===== src/rtl/verificador_pkg.sv =====
// Shared types, constants and the gate truth function for the gate-block self-test.
package verificador_pkg;

   typedef enum logic [1:0] {
      IDLE   = 2'd0,
      SETTLE = 2'd1,
      CHECK  = 2'd2,
      DONE   = 2'd3
   } state_t;

   localparam int NUM_VECTORS = 4;
   localparam int NUM_GATES   = 6;

   // Expected gate outputs packed as {NOR, XOR, NAND, NOT, OR, AND}.
   function automatic logic [NUM_GATES-1:0] expected_gates(input logic x, input logic y);
      return {~(x | y), x ^ y, ~(x & y), ~x, x | y, x & y};
   endfunction

endpackage


===== src/rtl/verificador_compuertas_modelo.sv =====
// Combinational golden model of the gate block, also usable from a bench scoreboard.
module modelo_compuertas_ref
   import verificador_pkg::*;
(
   input  logic                 x,
   input  logic                 y,
   output logic [NUM_GATES-1:0] expected
);

   assign expected = expected_gates(x, y);

endmodule


===== src/rtl/verificador_compuertas.sv =====
// Self-test sweep controller for the logic-gate block.
//
// state  | meaning
// -------+---------------------------------------------------------------
// IDLE   | waiting for start after reset, all outputs at 0
// SETTLE | current vector driven on X/Y, waiting SETTLE_CYCLES cycles
// CHECK  | one cycle: compare gate outputs, accumulate errors, advance
// DONE   | results held until the next start or reset
module verificador_compuertas
   import verificador_pkg::*;
#(
   parameter int SETTLE_CYCLES = 2
) (
   input  logic                   clk,
   input  logic                   rst_n,
   input  logic                   start,
   output logic                   X_out,
   output logic                   Y_out,
   input  logic                   Sand_in,
   input  logic                   Sor_in,
   input  logic                   Snot_in,
   input  logic                   Snand_in,
   input  logic                   Sxor_in,
   input  logic                   Snor_in,
   output logic                   busy,
   output logic                   done,
   output logic                   pass,
   output logic [4:0]             err_count,
   output logic [NUM_VECTORS-1:0] fail_mask
);

   if (SETTLE_CYCLES < 1 || SETTLE_CYCLES > 15) begin : g_bad_settle
      $error("SETTLE_CYCLES must be in 1..15");
   end

   localparam logic [3:0] SETTLE_LAST = 4'(SETTLE_CYCLES - 1);
   localparam logic [1:0] LAST_VEC    = 2'(NUM_VECTORS - 1);

   state_t                 state;
   state_t                 state_nxt;
   logic [1:0]             vec_idx;
   logic [1:0]             vec_nxt;
   logic [3:0]             settle_cnt;
   logic                   settle_done;
   logic [NUM_GATES-1:0]   expected;
   logic [NUM_GATES-1:0]   observed;
   logic [NUM_GATES-1:0]   mismatch;
   logic [2:0]             mismatch_cnt;
   logic [4:0]             err_sum;

   // Expected values come from the registered X/Y, so the compare sees a stable reference.
   modelo_compuertas_ref u_ref (
      .x        (X_out),
      .y        (Y_out),
      .expected (expected)
   );

   assign observed    = {Snor_in, Sxor_in, Snand_in, Snot_in, Sor_in, Sand_in};
   assign mismatch    = observed ^ expected;
   assign settle_done = (settle_cnt == SETTLE_LAST);
   assign vec_nxt     = vec_idx + 2'd1;
   assign err_sum     = err_count + {2'b00, mismatch_cnt};

   // Popcount of the per-gate mismatches for the current vector.
   always_comb begin
      mismatch_cnt = '0;
      for (int i = 0; i < NUM_GATES; i++) begin
         mismatch_cnt = mismatch_cnt + {2'b00, mismatch[i]};
      end
   end

   // State register.
   always_ff @(posedge clk or negedge rst_n) begin
      if (!rst_n) begin
         state <= IDLE;
      end else begin
         state <= state_nxt;
      end
   end

   // Next-state decode; start is only honoured when no sweep is running.
   always_comb begin
      state_nxt = state;
      case (state)
         IDLE, DONE: if (start) state_nxt = SETTLE;
         SETTLE:     if (settle_done) state_nxt = CHECK;
         CHECK:      state_nxt = (vec_idx == LAST_VEC) ? DONE : SETTLE;
         default:    state_nxt = IDLE;
      endcase
   end

   // Vector sequencing, settle timing and result accumulation.
   always_ff @(posedge clk or negedge rst_n) begin
      if (!rst_n) begin
         X_out      <= 1'b0;
         Y_out      <= 1'b0;
         busy       <= 1'b0;
         done       <= 1'b0;
         pass       <= 1'b0;
         err_count  <= '0;
         fail_mask  <= '0;
         vec_idx    <= '0;
         settle_cnt <= '0;
      end else begin
         case (state)
            IDLE, DONE: begin
               if (start) begin
                  busy       <= 1'b1;
                  done       <= 1'b0;
                  pass       <= 1'b0;
                  err_count  <= '0;
                  fail_mask  <= '0;
                  vec_idx    <= '0;
                  X_out      <= 1'b0;
                  Y_out      <= 1'b0;
                  settle_cnt <= '0;
               end
            end
            SETTLE: begin
               settle_cnt <= settle_cnt + 4'd1;
            end
            CHECK: begin
               err_count  <= err_sum;
               settle_cnt <= '0;
               if (mismatch_cnt != 3'd0) begin
                  fail_mask[vec_idx] <= 1'b1;
               end
               if (vec_idx != LAST_VEC) begin
                  vec_idx <= vec_nxt;
                  X_out   <= vec_nxt[0];
                  Y_out   <= vec_nxt[1];
               end else begin
                  busy  <= 1'b0;
                  done  <= 1'b1;
                  pass  <= (err_sum == 5'd0);
                  X_out <= 1'b0;
                  Y_out <= 1'b0;
               end
            end
            default: ;
         endcase
      end
   end

endmodule


===== config.mk =====
export PLATFORM = sky130hd
export DESIGN_NAME = verificador_compuertas
export DESIGN_NICKNAME = d
export VERILOG_FILES = /design/src/rtl/verificador_pkg.sv /design/src/rtl/verificador_compuertas_modelo.sv /design/src/rtl/verificador_compuertas.sv
export SDC_FILE = /design/constraint.sdc
export NUM_CORES = 1
export LEC_CHECK = 0
export CORE_ASPECT_RATIO = 1.25
export CORE_MARGIN = 2
export CORE_UTILIZATION = 50
export CTS_CLUSTER_DIAMETER = 80
export DETAILED_ROUTE_END_ITERATION = 10
export PLACE_DENSITY_LB_ADDON = 0.05
export SYNTH_ARGS = -nofsm -noshare
export SYNTH_HDL_FRONTEND = slang
export SYNTH_SLANG_ARGS = --single-unit

===== constraint.sdc =====
create_clock -name clk -period 11.8 [get_ports clk]
set_input_delay 2.95 -clock clk [delete_from_list [all_inputs] [get_ports clk]]
set_output_delay 2.95 -clock clk [all_outputs]
set_load 0.02 [all_outputs]

==> key figures <==
Power and ir drop
  – P_leak: 0.000786 uW
  – Peak supply drop: 0.000150 V
  – PwrDens: 296 nW/um^2
  – Total design power: 492 uW

Placed design
  – DP Area: 1630 sq um
  – RePlAce Congestion: 0.761
  – Hpwl dp: 1940 um
  – I/O Buffers: 22

Clocking
  – CTS Buffer Depth: 2
  – Clock-pin slew on the worst setup and hold paths: 0.12 ns
  – CTS root buffer: clkbuf_4
  – Postcts setup bufs: 0
  – # hold bufs at CTS: 0
  – Gates resized, CTS repair: 0
  – TritonCTS buffer count: 3
  – H-tree lvl count: 1
  – CTS tree: built
  – Clock tree sinks: 22
  – Clk_lat worst skew: 0.30 ns

Floorplanning
  – Die Span Y: 63.1 um
  – I/O pin cnt: 23
  – Chip width: 51.3 um
  – Die area: 3230 sq um
  – Starting Density: 52.1%
  – Rows: 21
  – Core Footprint: 2680 sq um

Layout
  – Diode count: 0
  – NumNets Final: 185
  – P&R area growth vs syn: 19.0%
  – Cell area after layout: 1660 sq um
  – Fin util: 62.0%
  – Layout cells sized above 1: 7.69%
  – Most frequent cells in the layout: dfrtp_1, clkdlybuf4s50_1, ha_1

Synth
  – Synth area leader: dfrtp_1
  – Area of the mapped netlist: 1400 sq um
  – Yosys top cell area share: 39.4%
  – Yosys reg bits: 22
  – Netlist cell types: 31
  – Post-synthesis sequential area ratio: 39.4%
  – Ranking of synthesized cells by area: dfrtp_1, ha_1, fa_1
  – Avg Cell Area, Syn: 10.4 sq um
  – Syn nets: 162
  – Yosys warns: 0
  – Cells after synthesis: 134

Worst setup path
  – Worst-path maximum fanout: 2
  – Setup CP Type: primary input to register
  – Setup crit end kind: register
  – Worst EP required: 12.01 ns
  – Critical Path AT: 6.49 ns
  – Worst Setup Start Kind: primary input
  – R2R setup slack: 7.82 ns

GRT
  – First-pass GRT wire length: 4530 um
  – Antenna violations before repair: 0
  – Pin count of the biggest net entering global routing: 23
  – GRT Util Overall: 18.0%
  – Vias in the first global route: 1080
  – Grt ovf: 0

Routing
  – ANT nets after route: 0
  – Vias/cell: 5.28
  – Vias: 1004
  – Routed WL per cell: 13.1 um
  – Detailed Route Iter0 Violations: 11
  – DRC viols: 0
  – Routed WL: 2490 um
  – DRT Pass-1 Iters: 3

Min path
  – Hold/Removal Path Class: register to register

Timing
  – RSZ-0062 raised after global routing: false
  – Final Hold Vio Count: 0
  – Skew final: 0.00348 ns
  – Tightest Pin Transition: 0.999 ns
  – Fin crit period: 6.29 ns
  – Setup TNS: 0 ns
  – Max-slew headroom: 33.2%
  – Tightest hold margin: 0.497 ns
  – Maximum clock rate: 159 MHz
  – Setup Viol. Count Final: 0
  – Max-slew violation count: 0
  – Final Cycle Share: 53.3%

Run status
  – Run status: finished, final reports clean

Job
  – Max-Cap Viols: 0
## critical path, stage by stage
cell             delay (ns)
clkdlybuf4s50_1        0.42
xnor2_1                0.15
fa_1                   0.54
inv_1                  0.06
fa_1                   0.53
ha_1                   0.14
inv_1                  0.04
fa_1                   0.52
inv_1                  0.09
fa_1                   0.42
a21o_1                 0.17
nand2_1                0.07
xnor2_1                0.09
o41ai_2                0.29
## Yosys cell counts, drive strengths merged
cell and instances:
nor2 10, xor2 4, a21o 2, nand2b 2
a22o 8, a21oi 12, nand3b 1, mux2i 1
clkbuf 1, o21ai 8, or3b 1, nand3 3
nor2b 2, inv 13, a41oi 1, mux2 1
buf 3, fa 4, ha 15, o41ai 1
and2b 1, dfrtp 22, and2 1, xnor2 5
nand2 10, o31ai 2
## final cells by class
type / count / area (sq um)
Fill cell: 244 / 1020
Multi-Input combinational cell: 95 / 763
Sequential cell: 22 / 551
Timing Repair Buffer: 22 / 220
Inverter: 13 / 48.8
Tap cell: 34 / 42.5
Clock buffer: 4 / 36.3
## registers in the layout, summed over array words and instances (netlist names)
signal and flops:
err_count 5, fail_mask 4, settle_cnt 4, state 2
vec_idx 2, X_out 1, Y_out 1, busy 1
done 1, pass 1
## through the flow
stage / cells / setup slack [ns]
floorplan: 134 / 5.78
global placement: 186 / 5.26
detailed placement: 186 / 5.17
CTS: 190 / 5.49
global route: 190 / 5.36
finish: 190 / 5.51
## path summary, 6_finish.rpt
path | from | to | depth (start not counted)
max | Sand_in | pass | 14
max in group asynchronous | rst_n | err_count[4] | 1
min reg2reg | settle_cnt[3] | settle_cnt[3] | 1
min | settle_cnt[3] | settle_cnt[3] | 1
max reg2reg | X_out | pass | 15
min in group asynchronous | rst_n | fail_mask[0] | 1
## power by group
group          total, uW  leakage [uW]  internal, uW  switching [uW]
clock               41.1     0.0000210          18.8            22.3
combinational        332      0.000476           147             185
sequential           120      0.000290          98.4            21.1
total                492      0.000786           264             229
## logic make-up after synthesis
kind of cell             after synthesis  share of synthesized area, %
adder cells (fa/ha/maj)               19                          19.2
buffers and inverters                 17                          5.91
flip-flops                            22                          39.4
XOR/XNOR                               9                          5.64
multiplexers                           2                          1.79
AO/OA/AOI/OAI                         34                          17.3
AND/OR/NAND/NOR                       31                          10.8
## routing by layer
layer / wire (um) / part of all wire [%] / global-route usage [%]
met3: 83 / 3.3 / 3.08
met4: 27 / 1.1 / 5.26
met1: 1090 / 44 / 23.1
met2: 1290 / 52 / 30.8
met5: 0 / 0 / 0
(Power assumes the default switching activity.)
